$ cat src/rtl/spi_mem_responder_pkg.sv
// ----------------------------------------------------------------------------
// spi_mem_responder_pkg
//   Shared SPI memory-bus definitions. The mem_bus initiator imports the same
//   command constants, so both ends of the bus agree on the opcode values.
//   Contents: SPI command opcodes and the responder state type.
// ----------------------------------------------------------------------------
package spi_mem_responder_pkg;

   localparam logic [7:0] SPI_CMD_READ  = 8'h03;
   localparam logic [7:0] SPI_CMD_WRITE = 8'h02;

   typedef enum logic [2:0] {
      ST_IDLE,
      ST_CMD,
      ST_ADDR,
      ST_RD_DATA,
      ST_WR_DATA,
      ST_IGNORE
   } spi_resp_state_t;

endpackage

$ cat src/rtl/spi_edge_sync.sv
// ----------------------------------------------------------------------------
// spi_edge_sync
//   Two-flop synchronizer for one asynchronous input, with single-cycle
//   rise/fall pulses derived from the synchronized level.
//   Ports:
//     clk, rst_n : system clock, synchronous active-low reset
//     din        : asynchronous input
//     sync       : synchronized level
//     rise, fall : one-clk pulses on synchronized 0->1 / 1->0 transitions
// ----------------------------------------------------------------------------
module spi_edge_sync (
   input  logic clk,
   input  logic rst_n,
   input  logic din,
   output logic sync,
   output logic rise,
   output logic fall
);

   logic meta_q, meta_d;
   logic sync_q, sync_d;
   logic prev_q, prev_d;

   always_comb begin
      meta_d = din;
      sync_d = meta_q;
      prev_d = sync_q;
   end

   // All stages clear to 0. For cs_n this means a line already held low
   // through reset never produces a fall, so a frame in progress at reset
   // is not picked up mid-way; an idle-high line only yields a harmless rise.
   always_ff @(posedge clk) begin
      if (!rst_n) begin
         meta_q <= 1'b0;
         sync_q <= 1'b0;
         prev_q <= 1'b0;
      end else begin
         meta_q <= meta_d;
         sync_q <= sync_d;
         prev_q <= prev_d;
      end
   end

   assign sync = sync_q;
   assign rise = sync_q & ~prev_q;
   assign fall = ~sync_q & prev_q;

endmodule

$ cat src/rtl/spi_mem_responder.sv
// ----------------------------------------------------------------------------
// spi_mem_responder
//   SPI mode-0 memory target serving READ (0x03) and WRITE (0x02) with a
//   24-bit address from an internal 2**ADDR_BITS byte array. Oversamples
//   sclk in the clk domain (clk >= 4x sclk).
//   Parameters:
//     ADDR_BITS : internal address width
//     READ_ONLY : 1 = WRITE is decoded but never modifies memory
//   Ports:
//     clk, rst_n           : system clock, synchronous active-low reset
//     sclk, cs_n, mosi     : SPI inputs from initiator (asynchronous)
//     miso, miso_oe        : serial read data and its drive enable
//     busy                 : high from cs_n fall until return to idle
//     load_en/addr/data    : backdoor byte preload
// ----------------------------------------------------------------------------
module spi_mem_responder
   import spi_mem_responder_pkg::*;
#(
   parameter int unsigned ADDR_BITS = 8,
   parameter bit          READ_ONLY = 1'b0
) (
   input  logic                 clk,
   input  logic                 rst_n,
   input  logic                 sclk,
   input  logic                 cs_n,
   input  logic                 mosi,
   output logic                 miso,
   output logic                 miso_oe,
   output logic                 busy,
   input  logic                 load_en,
   input  logic [ADDR_BITS-1:0] load_addr,
   input  logic [7:0]           load_data
);

   localparam logic [ADDR_BITS-1:0] ADDR_ONE = 1;

   logic sclk_lvl_unused, sclk_rise, sclk_fall;
   logic cs_lvl, cs_rise, cs_fall;
   logic mosi_s, mosi_rise_unused, mosi_fall_unused;

   spi_edge_sync u_sclk_sync (
      .clk (clk), .rst_n (rst_n), .din (sclk),
      .sync (sclk_lvl_unused), .rise (sclk_rise), .fall (sclk_fall)
   );

   spi_edge_sync u_cs_sync (
      .clk (clk), .rst_n (rst_n), .din (cs_n),
      .sync (cs_lvl), .rise (cs_rise), .fall (cs_fall)
   );

   spi_edge_sync u_mosi_sync (
      .clk (clk), .rst_n (rst_n), .din (mosi),
      .sync (mosi_s), .rise (mosi_rise_unused), .fall (mosi_fall_unused)
   );

   // sclk activity only counts while the chip is selected
   logic sck_rise, sck_fall;
   assign sck_rise = sclk_rise & ~cs_lvl;
   assign sck_fall = sclk_fall & ~cs_lvl;

   spi_resp_state_t        state_q, state_d;
   logic [4:0]             bit_cnt_q, bit_cnt_d;
   logic [2:0]             fall_cnt_q, fall_cnt_d;
   logic [23:0]            rx_q, rx_d;
   logic [ADDR_BITS-1:0]   addr_q, addr_d;
   logic [7:0]             tx_q, tx_d;
   logic                   miso_q, miso_d;
   logic                   is_read_q, is_read_d;

   logic [7:0]             mem [2**ADDR_BITS];
   logic [ADDR_BITS-1:0]   rd_addr;
   logic [7:0]             rd_data;
   logic                   wr_en;
   logic [7:0]             wr_data;
   logic [23:0]            rx_full;
   logic                   rx_top_unused;

   // rx_full is the shift register including the bit arriving this cycle
   assign rx_full       = {rx_q[22:0], mosi_s};
   assign rx_top_unused = rx_q[23];

   // Address phase reads the freshly shifted address so the first byte is
   // in tx the same cycle the address completes; otherwise prefetch addr+1.
   always_comb begin
      rd_addr = addr_q + ADDR_ONE;
      if (state_q == ST_ADDR) begin
         rd_addr = rx_full[ADDR_BITS-1:0];
      end
   end

   assign rd_data = mem[rd_addr];

   always_comb begin
      state_d    = state_q;
      bit_cnt_d  = bit_cnt_q;
      fall_cnt_d = fall_cnt_q;
      rx_d       = rx_q;
      addr_d     = addr_q;
      tx_d       = tx_q;
      miso_d     = miso_q;
      is_read_d  = is_read_q;
      wr_en      = 1'b0;
      wr_data    = rx_full[7:0];

      if (cs_rise) begin
         // deselect aborts any state; partial write bytes are dropped
         state_d    = ST_IDLE;
         miso_d     = 1'b0;
         bit_cnt_d  = '0;
         fall_cnt_d = '0;
      end else begin
         case (state_q)
            ST_IDLE: begin
               if (cs_fall) begin
                  state_d   = ST_CMD;
                  bit_cnt_d = '0;
                  miso_d    = 1'b0;
               end
            end
            ST_CMD: begin
               if (sck_rise) begin
                  rx_d      = rx_full;
                  bit_cnt_d = bit_cnt_q + 5'd1;
                  if (bit_cnt_q == 5'd7) begin
                     bit_cnt_d = '0;
                     if (rx_full[7:0] == SPI_CMD_READ || rx_full[7:0] == SPI_CMD_WRITE) begin
                        state_d   = ST_ADDR;
                        is_read_d = (rx_full[7:0] == SPI_CMD_READ);
                     end else begin
                        state_d = ST_IGNORE;
                     end
                  end
               end
            end
            ST_ADDR: begin
               if (sck_rise) begin
                  rx_d      = rx_full;
                  bit_cnt_d = bit_cnt_q + 5'd1;
                  if (bit_cnt_q == 5'd23) begin
                     bit_cnt_d  = '0;
                     fall_cnt_d = '0;
                     addr_d     = rx_full[ADDR_BITS-1:0];
                     if (is_read_q) begin
                        tx_d    = rd_data;
                        state_d = ST_RD_DATA;
                     end else begin
                        state_d = ST_WR_DATA;
                     end
                  end
               end
            end
            ST_RD_DATA: begin
               if (sck_fall) begin
                  miso_d     = tx_q[7];
                  fall_cnt_d = fall_cnt_q + 3'd1;
                  if (fall_cnt_q == 3'd7) begin
                     addr_d = addr_q + ADDR_ONE;
                     tx_d   = rd_data;
                  end else begin
                     tx_d = {tx_q[6:0], 1'b0};
                  end
               end
            end
            ST_WR_DATA: begin
               if (sck_rise) begin
                  rx_d      = rx_full;
                  bit_cnt_d = bit_cnt_q + 5'd1;
                  if (bit_cnt_q == 5'd7) begin
                     bit_cnt_d = '0;
                     wr_en     = !READ_ONLY;
                     addr_d    = addr_q + ADDR_ONE;
                  end
               end
            end
            ST_IGNORE: begin
            end
            default: begin
               state_d = ST_IDLE;
            end
         endcase
      end
   end

   always_ff @(posedge clk) begin
      if (!rst_n) begin
         state_q    <= ST_IDLE;
         bit_cnt_q  <= '0;
         fall_cnt_q <= '0;
         rx_q       <= '0;
         addr_q     <= '0;
         tx_q       <= '0;
         miso_q     <= 1'b0;
         is_read_q  <= 1'b0;
      end else begin
         state_q    <= state_d;
         bit_cnt_q  <= bit_cnt_d;
         fall_cnt_q <= fall_cnt_d;
         rx_q       <= rx_d;
         addr_q     <= addr_d;
         tx_q       <= tx_d;
         miso_q     <= miso_d;
         is_read_q  <= is_read_d;
      end
   end

   // Single write port: an SPI commit takes priority over a backdoor load
   // issued in the same cycle.
   always_ff @(posedge clk) begin
      if (wr_en) begin
         mem[addr_q] <= wr_data;
      end else if (load_en) begin
         mem[load_addr] <= load_data;
      end
   end

   assign miso    = miso_q;
   assign miso_oe = (state_q == ST_RD_DATA);
   assign busy    = (state_q != ST_IDLE);

endmodule

$ cat config.mk
export PLATFORM = sky130hd
export DESIGN_NAME = spi_mem_responder
export DESIGN_NICKNAME = d
export VERILOG_FILES = /design/src/rtl/spi_mem_responder_pkg.sv /design/src/rtl/spi_edge_sync.sv /design/src/rtl/spi_mem_responder.sv
export SDC_FILE = /design/constraint.sdc
export NUM_CORES = 2
export LEC_CHECK = 0
export CAP_MARGIN = 0
export CELL_PAD_IN_SITES_DETAIL_PLACEMENT = 0
export CELL_PAD_IN_SITES_GLOBAL_PLACEMENT = 1
export CORE_AREA = 2 2 338 590
export CTS_BUF_LIST = sky130_fd_sc_hd__clkbuf_4
export CTS_CLUSTER_SIZE = 24
export DETAILED_ROUTE_END_ITERATION = 10
export DIE_AREA = 0 0 340 592
export PLACE_DENSITY_LB_ADDON = 0.1
export SETUP_SLACK_MARGIN = 0.15
export SLEW_MARGIN = 20
export SYNTH_ARGS = -nofsm -noshare
export SYNTH_HDL_FRONTEND = slang
export SYNTH_SLANG_ARGS = --single-unit
$ cat constraint.sdc
create_clock -name clk -period 35.6 [get_ports clk]
set_input_delay 7.12 -clock clk [delete_from_list [all_inputs] [get_ports clk]]
set_output_delay 7.12 -clock clk [all_outputs]
set_load 0.01 [all_outputs]
After elaboration in Yosys (flattened, before gate mapping)
Memories as Yosys holds them, arrays and structs flattened.
Cells that the tools add are included.
Storage, ports and cells
  register bits after elaboration: 44
  memory bits (writable): 2048
  input bits: 22
  logic and storage cells: 121
  memories: 1
Memories
  mem: words 256, bits a word 8, read ports 1, clocked after Yosys merged registers in 0, write ports 1, RTL line spi_mem_responder.sv:70  | logic [7:0] mem [2**ADDR_BITS];
Cells by class
  add/subtract/negate cells: 3
  equal/unequal tests: 21
  muxes and demuxes: 47
  bitwise gates (word level): 13
  reduce and logical (&&, ||, !) cells: 20
Operators by type and width (count)
  two-way mux 8 bit: 14
  two-way mux 3 bit: 10
  two-way mux 5 bit: 5
  one-hot mux 8 bit (3 select lines): 1
  == test 8 x 2 -> 1 bit (second input constant): 2
  one-hot mux 8 bit (2 select lines): 1
  one-hot mux 5 bit (3 select lines): 1
  inequality test 2 bit (second input constant): 7
  two-way mux 1 bit: 12
  one-hot mux 3 bit (4 select lines): 1
  AND reduction 6 bit: 2
  == test 3 bit (second input constant): 3
  nonzero test 3 bit: 3
  adder 8 x 1 -> 8 bit (second input constant): 1
  inequality test 2 x 1 -> 1 bit (second input constant): 4
  AND reduction 4 bit: 2
  AND reduction 8 bit: 1
  OR reduction 8 bit: 1
  NOT 1 bit: 7
  bitwise AND 1 bit: 6
  == test 3 x 2 -> 1 bit (second input constant): 2
  one-hot mux 3 bit (2 select lines): 1
  AND reduction 3 bit: 2
  OR reduction 3 bit: 2
  other kinds (11): 13

Depth between registers and ports, before layout
  depth in word-level cells: 10
  mapped depth: 17
  depth with buffers taken out: 11

Cells and area by module
Synthesis repeated with hierarchy kept, for this count alone.
Second synthesis, totals
  cell total of the unflattened synthesis: 5621
  area total of the unflattened synthesis: 83936.8 sq um
Modules (own cells, without submodules)
  spi_mem_responder: instances 1, cells each 5597, area an instance 83662.7 sq um, sequential area each 62219.7 sq um
  spi_edge_sync: instances 3, cells each 8, area an instance 91.3 sq um, sequential area each 60.1 sq um

Worst setup path after synthesis
OpenSTA, ideal clock, no wires.
  kind: input port to flip-flop
  from: input load_en
  to: memory mem[0][0], data pin
  library setup time: 2.189 ns
  data arrival time: 17.568 ns
  data required time: 33.411 ns
  slack: 15.843 ns
  stages: 4
  buffers on the path: 2
  cell sequence: and2_1 -> clkbuf_1 -> clkbuf_1 -> o21ai_0
Between the ends
  longest elaborated chain between the ends: 5
RTL lines
  start: declaration: RTL line spi_mem_responder.sv:30  | input logic load_en,
  two-way mux 1 bit: RTL line spi_mem_responder.sv:211  | end else if (load_en) begin
  two-way mux 1 bit: RTL line spi_mem_responder.sv:209  | if (wr_en) begin
  two-way mux 1 bit (implied by the code): RTL line spi_mem_responder.sv:212  | mem[load_addr] <= load_data;
  OR reduction 8 bit (no source line)
  two-way mux 8 bit (no source line)
  end: declaration: RTL line spi_mem_responder.sv:70
No other way between the ends.

Final worst setup path
  from: register state_q[1]
  to: output miso_oe
Between the ends
  longest elaborated chain between the ends: 1
RTL lines
  start: declaration: RTL line spi_mem_responder.sv:61  | spi_resp_state_t state_q, state_d;
  start signal: assignment: RTL line spi_mem_responder.sv:195  | state_q <= state_d;
  == test 3 x 2 -> 1 bit: RTL line spi_mem_responder.sv:217  | assign miso_oe = (state_q == ST_RD_DATA);
  end: declaration: RTL line spi_mem_responder.sv:28  | output logic miso_oe,
No other way between the ends.

==> summary.txt <==
Yosys
  – Prevailing post-synth register cell: edfxtp_1
  – Post-synth net total: 6470
  – Cell area after synthesis: 84000 um^2
  – Post-synthesis async set-or-reset flop share: 0%
  – Syn Area/Cell: 13.0 um^2
  – Post-Synthesis Cells: 6444
  – Post-synthesis sequential area ratio: 74.3%
  – Post-synth EDFFs: 2048
  – Ys Warns: 0
  – Synthesis-stage register bit count: 2092
  – Unique masters post-synth: 81

Clock tree
  – Post_cts resized: 0
  – Num Clock Sinks: 2092
  – Num CTS Buffers: 467
  – CTS tree: yes
  – Clock Tree Buf Depth: 4
  – Setup bufs post-CTS: 0
  – Worst skew pair latency: 1.27 ns
  – Post-CTS Hold Buffers: 0
  – CTS root buf: clkbuf_4
  – H-tree levels: 5
  – Reg clk slew, reported paths: 0.08 ns

STA
  – Slew HR: 17.3%
  – Minimum clock period: 10.19 ns
  – Max Clk Rate: 98.2 MHz
  – Final setup fails: 0
  – Max-slew violations: 0
  – Fin Setup TNS: 0 ns
  – Share of the cycle needed by the critical path after routing: 28.6%
  – RSZ-0062 raised after global routing: false
  – Min Hold Slack: 0.468 ns
  – Worst slew pin tran: 1.24 ns
  – Clock skew: 0.0944 ns
  – Hold Violations, Final: 0

Power and ir drop
  – Total power: 4.65 mW
  – LEAKAGE: 30.7 nW
  – Pwr/cell area: 50.0 nW/um^2
  – Peak supply drop: 0.0241 mV

Placement
  – Gp weighted congestion: 0.905
  – Post-DP HPWL: 197000 um
  – Post-DP Area: 87100 um^2
  – Buffers added on ports: 24

Worst setup path
  – Critical Path RT: 28.48 ns
  – WS Path Type: register to output port
  – Worst EP arrival: 3.07 ns
  – Crit path capture type: output port
  – Flop-to-flop setup slack: 29.14 ns
  – Worst reg2reg path startpoint: addr_q[0]$_SDFFE_PN0P_
  – CP Launch Point: state_q[1]$_SDFFE_PP0P_
  – Worst reg2reg path depth: 11
  – Startpoint types: register
  – Worst-path maximum fanout: 16

Drt
  – DRT Pass-1 Iters: 6
  – Post-Route WL: 315000 um
  – Vias/cell: 5.91
  – DR WL/cell: 32.6 um
  – Post-route ant nets: 0
  – DRC Markers: 0
  – DRT iter0 DRCs: 5999
  – Via Count: 57100

Run
  – Max cap viols: 0

GRT
  – Initial antenna violation count: 17
  – First-pass GRT wire length: 434000 um
  – GRT Total Usage: 30.8%
  – Vias in the first global route: 57000
  – Grt ovf: 0
  – Largest net degree at the start of global routing: 149

Run status
  – Outcome: finished, final reports clean

Cells and area
  – Synth-to-layout area growth: 10.7%
  – Final Instance Area: 93000 um^2
  – Commonest cells after routing, fill and taps aside: edfxtp_1 (2048), nand2_1 (1735), nand3_1 (653), clkbuf_4 (632), nor2_1 (329)
  – Most common cell after layout, fill and taps aside: edfxtp_1
  – Layout cells sized above 1: 13.4%
  – Nets: 6695

Hold path
  – HP Class: register to register
  – Hold Path Origin: u_cs_sync.meta_q$_SDFF_PN0_
  – Worst Hold Depth: 1

Floorplan
  – Die ar.: 201000 um^2
  – I/O pin total: 25
  – Core area: 196000 um^2
  – Die Ht: 592 um
  – Row cnt: 215
  – Die width: 340 um
  – Starting Density: 42.8%
layer usage:
layer,track usage [%],wire length (um),vias to the layer above
met1,35.0,111000,29000
met4,20.3,23000,4
met3,5.25,21900,705
met5,0,23,-
met2,53.6,159000,2725
li1,-,-,24700
final timing paths:
kind	endpoint
setup / recovery	miso_oe
setup reg to reg	tx_q[7]$_SDFFE_PN0P_
hold reg to reg	u_cs_sync.sync$_SDFF_PN0_
hold / removal	u_cs_sync.sync$_SDFF_PN0_
flip-flops by register name, summed over array words and instances (netlist names), 3 cells and up:
signal      cells
rx_q            7
mem          2048
addr_q          8
fall_cnt_q      3
tx_q            8
bit_cnt_q       5
state_q         3
stage by stage:
| stage | setup slack [ns] | utilization, % | cells |
|---|---|---|---|
| final | 25.41 | 47.4 | 9661 |
| after global routing | 25.17 | 47.4 | 9657 |
| after CTS | 25.24 | 47.4 | 9637 |
| after detailed placement | 24.32 | 44.4 | 8804 |
| after global placement | 24.30 | 44.4 | 8803 |
| after floorplan | 15.84 | - | 6444 |
worst max-delay path, stage by stage (launching register included):
cell	delay (ns)
dfxtp_1	0.62
nor2b_1	0.22
nand2_1	0.18
inv_1	0.14
clkdlybuf4s50_1	0.63
logic make-up (layout without fill, tap and decap cells):
logic type,count (synthesis),in the layout,synth area share (%)
buffers and inverters,443,1032,2.54
DFF,2092,2092,74.3
xor gates and xnor gates,7,7,0.0730
other,0,24,0
AOI/OAI and AO/OA,743,743,6.09
and+or+nand+nor,3031,3031,15.5
adders and majority gates,4,4,0.0596
muxes,124,124,1.51
cells in the mapped netlist, types with 56 or more instances:
master	number	area share, %
a21oi_1	80	0.48
nand3_1	657	3.9
mux2i_1	116	1.4
buf_2	182	1.1
nand2_1	1742	7.8
o22ai_1	57	0.42
a31oi_1	183	1.4
and3_1	88	0.66
nor2_1	339	1.5
a32oi_1	57	0.59
clkbuf_1	158	0.71
o21ai_0	92	0.55
edfxtp_1	2048	73
a311oi_1	56	0.58
area by class of cell:
type / count / area (um^2)
diodes: 24 / 60.1
clock buffers: 632 / 4740
clock inverters: 201 / 1090
fillers: 17700 / 103000
inverters: 8 / 30.0
multi-input cells: 3909 / 19800
flip-flops and latches: 2092 / 62400
well taps: 2604 / 3260
repair buffers: 191 / 1630
report_power, final:
| part | internal [mW] | switching [mW] | total [mW] |
|---|---|---|---|
| Sequential | 2.70 | 0.00121 | 2.71 |
| Clock | 0.900 | 0.967 | 1.87 |
| Combinational | 0.00807 | 0.0737 | 0.0818 |
No activity file was read; power rests on OpenSTA's default activity.
